`config.mk`:
```
export PLATFORM = sky130hd
export DESIGN_NAME = key_event
export DESIGN_NICKNAME = d
export VERILOG_FILES = /design/src/rtl/key_event.sv
export SDC_FILE = /design/constraint.sdc
export NUM_CORES = 1
export LEC_CHECK = 0
export CORE_MARGIN = 2
export CORE_UTILIZATION = 45
export DETAILED_ROUTE_END_ITERATION = 8
export PLACE_DENSITY = 0.74
export SLEW_MARGIN = 20
export SYNTH_ARGS = -nofsm -noshare
export SYNTH_HDL_FRONTEND = slang
export SYNTH_SLANG_ARGS = --single-unit
```
`constraint.sdc`:
```
create_clock -name clk -period 7.5 [get_ports clk]
set_input_delay 1.5 -clock clk [delete_from_list [all_inputs] [get_ports clk]]
set_output_delay 1.5 -clock clk [all_outputs]
set_load 0.005 [all_outputs]
```
`src/rtl/key_event.sv`:
```
// Key-event decoder: turns a debounced key level into single-cycle press, release,
// click, double-click, long-press and auto-repeat pulses. All timing is in clk cycles.
module key_event #(
    parameter logic        PRESS_LEVEL = 1'b1,
    parameter int unsigned LONG_CNT    = 32'd50_000_000,
    parameter int unsigned DBL_CNT     = 32'd15_000_000,
    parameter int unsigned REPEAT_CNT  = 32'd5_000_000
) (
    input  logic clk,
    input  logic rst_n,
    input  logic key_i,
    output logic key_state_o,
    output logic press_o,
    output logic release_o,
    output logic click_o,
    output logic dbl_click_o,
    output logic long_o,
    output logic repeat_o
);

    typedef enum logic [2:0] {
        ST_IDLE   = 3'd0,
        ST_PRESS1 = 3'd1,
        ST_WAIT2  = 3'd2,
        ST_PRESS2 = 3'd3,
        ST_LONG   = 3'd4
    } state_t;

    localparam logic [31:0] LONG_LAST = LONG_CNT - 32'd1;
    localparam logic [31:0] DBL_LAST  = DBL_CNT - 32'd1;
    localparam logic [31:0] REP_LAST  = REPEAT_CNT - 32'd1;
    localparam logic [31:0] CNT_MAX   = 32'hFFFF_FFFF;

    state_t      state_r, state_s;
    logic [31:0] cnt_r, cnt_s, cnt_inc_s;
    logic        key_q_r;
    logic        pressed_s, rise_s, fall_s;
    logic        press_s, release_s, click_s, dbl_s, long_s, repeat_s;
    logic        press_r, release_r, click_r, dbl_r, long_r, repeat_r;

    assign pressed_s = (key_i == PRESS_LEVEL);
    assign rise_s    = pressed_s & ~key_q_r;
    assign fall_s    = ~pressed_s & key_q_r;
    // Saturating increment keeps the counter from wrapping back into a match window
    assign cnt_inc_s = (cnt_r == CNT_MAX) ? cnt_r : cnt_r + 32'd1;

    // Next-state, counter and event-pulse decode
    always_comb begin
        state_s   = state_r;
        cnt_s     = cnt_r;
        press_s   = 1'b0;
        release_s = 1'b0;
        click_s   = 1'b0;
        dbl_s     = 1'b0;
        long_s    = 1'b0;
        repeat_s  = 1'b0;
        case (state_r)
            ST_IDLE: begin
                if (rise_s) begin
                    state_s = ST_PRESS1;
                    cnt_s   = 32'd0;
                    press_s = 1'b1;
                end else begin
                    cnt_s = cnt_r;
                end
            end
            ST_PRESS1: begin
                if (fall_s) begin
                    state_s   = ST_WAIT2;
                    cnt_s     = 32'd0;
                    release_s = 1'b1;
                end else if (cnt_r == LONG_LAST) begin
                    state_s = ST_LONG;
                    cnt_s   = 32'd0;
                    long_s  = 1'b1;
                end else begin
                    cnt_s = cnt_inc_s;
                end
            end
            ST_WAIT2: begin
                // A rise on the timeout edge still counts as the second tap
                if (rise_s) begin
                    state_s = ST_PRESS2;
                    cnt_s   = 32'd0;
                    press_s = 1'b1;
                end else if (cnt_r == DBL_LAST) begin
                    state_s = ST_IDLE;
                    cnt_s   = 32'd0;
                    click_s = 1'b1;
                end else begin
                    cnt_s = cnt_inc_s;
                end
            end
            ST_PRESS2: begin
                if (fall_s) begin
                    state_s   = ST_IDLE;
                    cnt_s     = 32'd0;
                    release_s = 1'b1;
                    dbl_s     = 1'b1;
                end else if (cnt_r == LONG_LAST) begin
                    state_s = ST_LONG;
                    cnt_s   = 32'd0;
                    click_s = 1'b1;
                    long_s  = 1'b1;
                end else begin
                    cnt_s = cnt_inc_s;
                end
            end
            ST_LONG: begin
                if (fall_s) begin
                    state_s   = ST_IDLE;
                    cnt_s     = 32'd0;
                    release_s = 1'b1;
                end else if (cnt_r == REP_LAST) begin
                    cnt_s    = 32'd0;
                    repeat_s = 1'b1;
                end else begin
                    cnt_s = cnt_inc_s;
                end
            end
            default: begin
                state_s = ST_IDLE;
                cnt_s   = 32'd0;
            end
        endcase
    end

    // State, counter, edge history and registered event outputs
    always_ff @(posedge clk) begin
        if (!rst_n) begin
            state_r   <= ST_IDLE;
            cnt_r     <= 32'd0;
            key_q_r   <= 1'b0;
            press_r   <= 1'b0;
            release_r <= 1'b0;
            click_r   <= 1'b0;
            dbl_r     <= 1'b0;
            long_r    <= 1'b0;
            repeat_r  <= 1'b0;
        end else begin
            state_r   <= state_s;
            cnt_r     <= cnt_s;
            key_q_r   <= pressed_s;
            press_r   <= press_s;
            release_r <= release_s;
            click_r   <= click_s;
            dbl_r     <= dbl_s;
            long_r    <= long_s;
            repeat_r  <= repeat_s;
        end
    end

    // key_q_r already holds the pressed flag with one cycle of latency
    assign key_state_o = key_q_r;
    assign press_o     = press_r;
    assign release_o   = release_r;
    assign click_o     = click_r;
    assign dbl_click_o = dbl_r;
    assign long_o      = long_r;
    assign repeat_o    = repeat_r;

endmodule
```
==> results.md, run 1 <==
- Grt ovf: 0
- Vias: 2,406
- CTS tree: done
- Slew Viols, Final: 0
- Cell area power density: 176 nW/um^2
- Reg power frac: between 50% and 60%
- Core ar.: 5140 um^2
- Wirelength per Cell: 15.9 um
- Maximum vdd ir drop: between 0.09 and 0.1 mV
- Yosys Warn Count: 0
- Top cell type's share of synthesized area: between 30% and 40%
- Initial Utilization: 47.1%
- Nets: between 300 and 400
- Met2 wire length: between 2000 and 3000 um
- Post-synth top area cell: dfxtp_1
- Clk buf depth: 2
- Initial antenna violation count: 0
- Top sig layer: met4
- Largest net degree at the start of global routing: 46
- Int Pwr: about 0.00035 W
- Critical path capture point type: flop
- Slew @ Worst Pin: about 1.0 ns
- Static leakage: 0.823 nW
- Commonest cells after routing, fill and taps aside: dfxtp_1, nand2_1, a21oi_1, nand3_1, a31oi_1
- Post-DP HPWL: 4130 um
- Cts repair resizes: 0
- Fin crit period: 3.72 ns
- CTS sink count: 42
- Io pins: 10
- Final hold vios: 0
- Worst hold path class: reg -> reg
- Layout area overhead: 8.02%
- Startpoint types: primary input
- Drt initial violations: 223
- Post-CTS Repair Setup Buffers: 0
- Synth Instances: between 300 and 400
- Final Hold Slack: a little under 0.5 ns
- Most common cell after layout, fill and taps aside: dfxtp_1
- Comb pwr share: under 10%
- Setup TNS: 0 ns
- Drt total wl: 6010 um
- Routability cong.: between 0.9 and 1
- Fin crit share: around half
- Number of global-route vias before repair: between 2,000 and 2,500
- Root Buffer: clkbuf_8
- Met3 routed WL: between 300 and 400 um
- Die width: between 70 and 80 um
- CTS buffer count: 5
- Upper clock frequency limit: between 200 and 300 MHz
- Setup violations, final: 0
- Clock transition at the registers of the reported paths: roughly 0.080 ns
- Aggregate global-route resource usage: roughly a fifth
- Switching share of total power: around a quarter
- Port bufs: 9
- Rows: 26
- Synthesized flop and latch total: 42
- Yosys cell types: between 40 and 50
- Met1 Wirelength: ~2900 um
- CTS Hold Bufs: 0
- Die area: between 5000 and 6000 um^2
- RSZ-0062 raised after global routing: false
- Crit-path max FO: 17
- Mapped Area: 2420 um^2
- ANT cells: 0
- First-pass GRT wire length: between 10,000 and 15,000 um
- Slew Limit Headroom: 33.2%
- Status: complete, no violations
- Post-route DRC: 0
- Antenna-violating nets left: 0
- Vias/cell: between 6 and 7
- FFs w/ async S/R, synth: 0%
- Die Y: between 70 and 80 um
- MaxCap Viol Count: 0
- Syn Area/Cell: roughly 7.8 um^2
- Share of cells above drive strength 1: about 4.2%
- Final worst clock skew: roughly 0.007 ns
- Power share of the clock group: 40.4%
- P_sw: between 0.0001 and 0.00015 W
- Number of flops mapped to enable cells by yosys: 0
- Ys flop type: dfxtp_1
- Top cells by area, synth: dfxtp_1, nand2_1, a31oi_1
- Post-Syn Nets: 313
- WP data arrival: about 4 ns
- CP required: between 7 and 8 ns
- First-pass DRT Iterations: 6
- Worst skew pair latency: 0.30 ns
- Worst setup path class: in -> reg
- # H-tree levels: 2
- Register area share after synthesis: about a third
[sequential cells by signal (all words and copies together) (netlist names)]
register	flops
click_o	1
cnt_r	32
dbl_click_o	1
key_state_o	1
long_o	1
press_o	1
release_o	1
repeat_o	1
state_r	3
[power by group through the flow]
stage               clock network [W]  registers (W)  logic [W]
floorplan                           0       0.000234  0.0000372
global placement                    0       0.000236  0.0000418
detailed placement                  0       0.000236  0.0000426
CTS                          0.000185       0.000231  0.0000428
global route                 0.000195       0.000231  0.0000482
finish                       0.000185       0.000231  0.0000430
[cell families after synthesis]
family	Yosys count	synth area share, %
and+or+nand+nor	151	34.9
buffers and inverters	27	5.54
adders and majority gates	1	0.517
AOI/OAI and AO/OA	87	23.9
muxes	1	0.414
DFF	42	34.8
[path summary, 6_finish.rpt]
check	start	end	slack, ns	cells after the start
worst max-delay path	key_i	cnt_r[31]	3.78	6
worst min-delay path	cnt_r[5]	cnt_r[5]	0.49	1
worst max register to register	cnt_r[16]	cnt_r[13]	4.39	6
worst min register to register	cnt_r[5]	cnt_r[5]	0.49	1
[synth_stat cells (2+ instances only)]
cell type and number:
o211ai_1 4, buf_2 2, a41oi_1 7, buf_6 4, o31ai_1 3, o21bai_1 4, or4_1 4, a21oi_1 22
nand2b_1 6, a211oi_1 2, nand3_1 19, or2_2 2, nor2_1 15, nor4_1 7, clkbuf_1 13, nand2_1 32
nor2b_1 5, inv_1 8, nor4b_1 4, o21ai_0 12, and4_1 8, o41ai_1 2, nand4_1 12, dfxtp_1 42
and3_1 8, o311a_1 2, nor3_1 14, a22o_1 2, and2_1 7, a31oi_1 18, nand4b_1 2
[metrics by stage]
stage	total power (W)	instances	cell area (um^2)	utilization [%]	setup WS, ns
after floorplan	0.000271	309	2420	-	4.53
after global placement	0.000278	370	2500	48.6	3.60
after detailed placement	0.000279	370	2500	48.6	3.53
after CTS	0.000459	377	2610	50.8	3.82
after global routing	0.000475	377	2610	50.8	3.63
final	0.000459	377	2610	50.8	3.78
[layer usage]
layer	vias up	GRT usage [%]
met5	-	0
met2	69	32.0
met1	1147	29.5
li1	1178	-
met3	12	3.65
met4	0	9.29
[critical path, cell delays in order]
cell and delay, ns:
clkdlybuf4s50_1 0.47, nor2b_1 0.19, nor4_1 0.67, nand2_1 0.63, and2_1 0.35, a2bb2oi_1 0.13
[cell type report]
| cell class | count | area, um^2 |
|---|---|---|
| Tap cell | 70 | 87.6 |
| Clock inverter | 1 | 30.0 |
| Sequential cell | 42 | 841 |
| Fill cell | 528 | 2530 |
| Multi-Input combinational cell | 240 | 1440 |
| Clock buffer | 6 | 82.6 |
| Timing Repair Buffer | 10 | 97.6 |
| Inverter | 8 | 30.0 |
Power figures use the tool's default switching activity.
==> run 2, diff against run 1 <==
==> constraint.sdc (replaced) <==
create_clock -name clk -period 3.7 [get_ports clk]
set_input_delay 0.74 -clock clk [delete_from_list [all_inputs] [get_ports clk]]
set_output_delay 0.74 -clock clk [all_outputs]
set_load 0.005 [all_outputs]
==> run 2 against run 1 <==
First-iteration DRC count is the same. Worst hold slack gained 0.0020 ns. Via count grew 1.4%. Sequential share of layout area shrank 0.20 points. Final cell count grew 1.1%. Clock power grew 92%. Combinational power grew 110%. Core utilization grew 0.32 points. Clock skew grew 0.0014 ns. Non-clock buffer count grew 3. Largest cell class unchanged. Register-to-register slack lost 3.7 ns. Wire length grew 2.0%. Highest routed layer unchanged.
==> results.md, run 2 (same netlist as run 1, synthesis figures left out) <==
- Routability cong.: 0.917
- CTS Hold Bufs: 0
- Cells along the critical path: or4b_1 -> or4_4 -> o311a_1 -> nor3_2 -> o21ai_0 -> a22o_1
- Grt peak-use layer: met2
- First-pass GRT wire length: between 10,000 and 15,000 um
- MaxCap Viol Count: 0
- Post-DP HPWL: around 4300 um
- WP data arrival: 3.16 ns
- Aggregate global-route resource usage: a little over a fifth
- Post-route DRC: 0
- Antenna-violating nets left: 0
- Commonest cells after routing, fill and taps aside: dfxtp_1, nand2_1, a21oi_1, nand3_1, a31oi_1
- Slew Viols, Final: 0
- Rows: 26
- RSZ-0062 raised after global routing: false
- Max FFs per register: 32
- Final hold vios: 0
- Largest Register: cnt_r
- Vias/cell: 6.40
- Port bufs: 9
- Post-CTS Repair Setup Buffers: 0
- Maximum vdd ir drop: about 0.17 mV
- CTS buffer count: 5
- Crit-path max FO: 14
- Vias: approximately 2,400
- Worst skew pair latency: approximately 0.30 ns
- Met1 usage: around 29%
- Drt total wl: slightly above 6000 um
- Largest net degree at the start of global routing: 30
- Slew Limit Headroom: around two fifths
- Met2 GRT Util: around 34%
- Most common cell after layout, fill and taps aside: dfxtp_1
- CP max stage delay: between 0.6 and 0.7 ns
- Static leakage: around 0.83 nW
- Root Buffer: clkbuf_8
- Wirelength per Cell: ~16 um
- ANT cells: 0
- Die area: 5980 um^2
- Final Hold Slack: slightly below 0.5 ns
- Top Registers: cnt_r x32, state_r x3
- Number of global-route vias before repair: between 2,000 and 2,500
- Die width: just under 80 um
- Clock transition at the registers of the reported paths: around 0.08 ns
- CTS sink count: 42
- Upper clock frequency limit: ~340 MHz
- First-pass DRT Iterations: 4
- Setup violations, final: 0
- Grt ovf: 0
- Drt initial violations: ~220
- Worst setup path class: reg -> reg
- Cell area power density: approximately 350 nW/um^2
- Setup TNS: 0 ns
- Worst hold path class: reg -> reg
- Critical path capture point type: flop
- Nets: between 300 and 400
- Slew @ Worst Pin: slightly below 0.9 ns
- Fin crit share: roughly 80%
- Die Y: roughly 77 um
- Core ar.: 5140 um^2
- Initial antenna violation count: 0
- Status: complete, no violations
- Share of cells above drive strength 1: 4.82%
- Critical-path top delay cell: nor3_2
- Fin crit period: 2.96 ns
- Cts repair resizes: 0
- CP required: just under 4 ns
- Initial Utilization: between 40% and 50%
- Met3 Usage GRT: under 10%
- Startpoint types: flop
- # H-tree levels: 2
- Io pins: 10
- Layout area overhead: 8.69%
- Clk buf depth: 2
- Final worst clock skew: around 0.0085 ns
- CTS tree: done
==> run 2: changes by cell type in the layout (fill, tap and decap cells not counted), sizes merged <==
cell,delta
buf,+3
clkbuf,+1
==> run 2: area by class of cell <==
| class | instances | area [um^2] |
|---|---|---|
| repair buffers | 13 | 120 |
| clock inverters | 1 | 30.0 |
| fillers | 501 | 2510 |
| clock buffers | 7 | 76.3 |
| inverters | 8 | 30.0 |
| well taps | 70 | 87.6 |
| multi-input cells | 240 | 1440 |
| flip-flops and latches | 42 | 841 |
==> run 2: worst max-delay path: cells and delay by family (launching register included) <==
kind	cells	cell delay, ns
AOI/OAI and AO/OA	3	0.80
and+or+nand+nor	3	1.65
DFF	1	0.41
==> run 2: layer usage <==
layer,up-vias,routed length [um]
li1,1191,-
met1,1149,2910
met2,89,2810
met3,10,334
met4,0,70
met5,-,0
==> run 2: where the power goes <==
| part | internal, W | switching (W) |
|---|---|---|
| Sequential | 0.000459 | 0.00000942 |
| Clock | 0.000202 | 0.000153 |
| Combinational | 0.0000319 | 0.0000583 |
==> run 2: final timing paths <==
path,from,endpoint,slack (ns),cells past startpoint
min reg2reg,cnt_r[1],cnt_r[1],0.49,2
min,cnt_r[1],cnt_r[1],0.49,2
max reg2reg,cnt_r[16],cnt_r[13],0.74,6
max,cnt_r[16],cnt_r[13],0.74,6
==> run 2: through the flow <==
stage                     cells  total power, W  setup slack (ns)  util (%)  instance area [um^2]
after floorplan             309        0.000549              1.18         -                  2420
after global placement      373        0.000566             0.674      49.1                  2520
after detailed placement    373        0.000567             0.655      49.1                  2520
after CTS                   381        0.000921             0.780      51.1                  2630
after global routing        381        0.000950             0.551      51.1                  2630
final                       381        0.000914             0.736      51.1                  2630
==> run 3, diff against run 2 <==
==> constraint.sdc (replaced) <==
create_clock -name clk -period 2.83 [get_ports clk]
set_input_delay 0.566 -clock clk [delete_from_list [all_inputs] [get_ports clk]]
set_output_delay 0.566 -clock clk [all_outputs]
set_load 0.005 [all_outputs]
==> run 3 against run 2 <==
First-iteration DRC count increased by 13%. Sequential power rose by 31%. Count of clock-buffer cells in the layout is 1 lower. Die area stayed put. Combinational power rose by 47%.
==> results.md, run 3 (same netlist as run 1, synthesis figures left out) <==
- Status: complete, no violations
- Slew @ Worst Pin: roughly 0.6 ns
- Aggregate global-route resource usage: around 22%
- MaxCap Viol Count: 0
- Die area: around 6000 um^2
- Core ar.: a little over 5000 um^2
- CTS buffer count: 5
- Initial Utilization: 47.1%
- First-pass DRT Iterations: 5
- Cts repair resizes: 0
- Die Y: ~77 um
- Worst Hold Path Cells: 2
- Vias/cell: about 6.5
- Upper clock frequency limit: ~380 MHz
- Layout area overhead: 14.0%
- Max FFs per register: 32
- Worst hold path class: reg -> reg
- Grt ovf: 0
- Crit-path max FO: 34
- Critical path capture point type: flop
- Largest Register: cnt_r
- Multi-input logic area: roughly 1500 um^2
- R2r worst-path depth: 8
- Top sig layer: met4
- Sequential cell area: between 800 and 900 um^2
- Startpoint types: flop
- RSZ-0062 raised after global routing: false
- Dpl ws: approximately 0.15 ns
- Commonest cells after routing, fill and taps aside: dfxtp_1, nand2_1, a21oi_1, nand3_1, a31oi_1
- Met2 wire length: 2990 um
- Maximum vdd ir drop: about 0.27 mV
- Share of cells above drive strength 1: under 10%
- Cell area power density: roughly 440 nW/um^2
- Final hold vios: 0
- Antenna-violating nets left: 0
- CTS sink count: 42
- Post-route DRC: 0
- Setup TNS: 0 ns
- CTS Hold Bufs: 0
- Routability cong.: 0.943
- Die width: 77.3 um
- Worst skew pair latency: roughly 0.30 ns
- First-pass GRT wire length: about 11,000 um
- Io pins: 10
- Setup violations, final: 0
- Largest net degree at the start of global routing: 35
- Static leakage: a little over 0.9 nW
- Drt total wl: roughly 6500 um
- FILL cells: 531
- Wirelength per Cell: between 15 and 20 um
- CP required: around 3 ns
- PnR Total Power: 0.00122 W
- Clk buf depth: 2
- Port bufs: 9
- Clock transition at the registers of the reported paths: ~0.080 ns
- Cells along the critical path: buf_4 -> nor4b_1 -> nand3_1 -> o311a_1 -> or3_1 -> buf_12 -> a41oi_1 -> a31oi_1
- Drt initial violations: 253
- Final Cell Area: between 2000 and 3000 um^2
- Critical-path top delay cell: nor4b_1
- Post-DP HPWL: around 4600 um
- Number of global-route vias before repair: 2,287
- CP max stage delay: ~0.55 ns
- Fin crit share: between 90% and 100%
- Final setup margin: approximately 0.17 ns
- Post-CTS Repair Setup Buffers: 0
- Met3 routed WL: between 500 and 600 um
- CTS tree: done
- Nets: 328
- WP data arrival: roughly 2.8 ns
- # H-tree levels: 2
- Rows: 26
- Worst setup path class: reg -> reg
- Initial antenna violation count: 0
- Slew Viols, Final: 0
- Top Registers: cnt_r x32, state_r x3
- DP Area: about 2600 um^2
- Met1 Wirelength: between 2000 and 3000 um
- Slew Limit Headroom: between 50% and 60%
- Fin crit period: 2.66 ns
- Root Buffer: clkbuf_8
- Vias: 2,552
- Most common cell after layout, fill and taps aside: dfxtp_1
- ANT cells: 0
- Layout Utilization: a little over half
- Final worst clock skew: approximately 0.005 ns
## run 3: cell types whose count changed in the layout (fill, tap and decap cells not counted), sizes merged
cell      previous run  this run
clkinvlp             0         1
clkbuf               7         6
buf                  4        18
## run 3: worst max-delay path, delay by kind of cell (launching register included)
kind | cells | cell delay (ns)
flip-flops | 1 | 0.33
AND/OR/NAND/NOR | 3 | 1.20
AO/OA/AOI/OAI | 3 | 0.64
buffers and inverters | 2 | 0.35
## run 3: report_power, final
group	switching, W	internal [W]	leakage [nW]
Combinational	0.0000817	0.0000511	0.519
Sequential	0.0000121	0.000600	0.339
Clock	0.000215	0.000263	0.0514
Total	0.000309	0.000914	0.909
## run 3: per-layer routing
| metal | vias to the layer above | GRT usage, % |
|---|---|---|
| met5 | - | 0 |
| met4 | 0 | 10.5 |
| met3 | 19 | 4.59 |
| met2 | 131 | 36.2 |
| met1 | 1178 | 28.1 |
| li1 | 1224 | - |
## run 3: stage by stage
stage / cells / hold WS [ns]
2_1_floorplan: 309 / 0.442
3_3_place_gp: 387 / 0.464
3_5_place_dp: 387 / 0.476
4_1_cts: 395 / 0.493
5_1_grt: 395 / 0.522
6_report: 395 / 0.497
## run 3: final cells by class
cell class                 count  share of cell area [%]
inverter                       8                    1.09
multi-input combinational    240                    52.6
clock buffer                   6                    2.63
clock inverter                 2                    1.36
timing repair buffer          27                    8.62
tap                           70                    3.18
sequential                    42                    30.5
## run 3: path summary, 6_finish.rpt
kind | start | endpoint | slack, ns
worst max-delay path | cnt_r[10] | cnt_r[8] | 0.17
worst min-delay path | cnt_r[1] | cnt_r[1] | 0.50
worst max register to register | cnt_r[10] | cnt_r[8] | 0.17
worst min register to register | cnt_r[1] | cnt_r[1] | 0.50
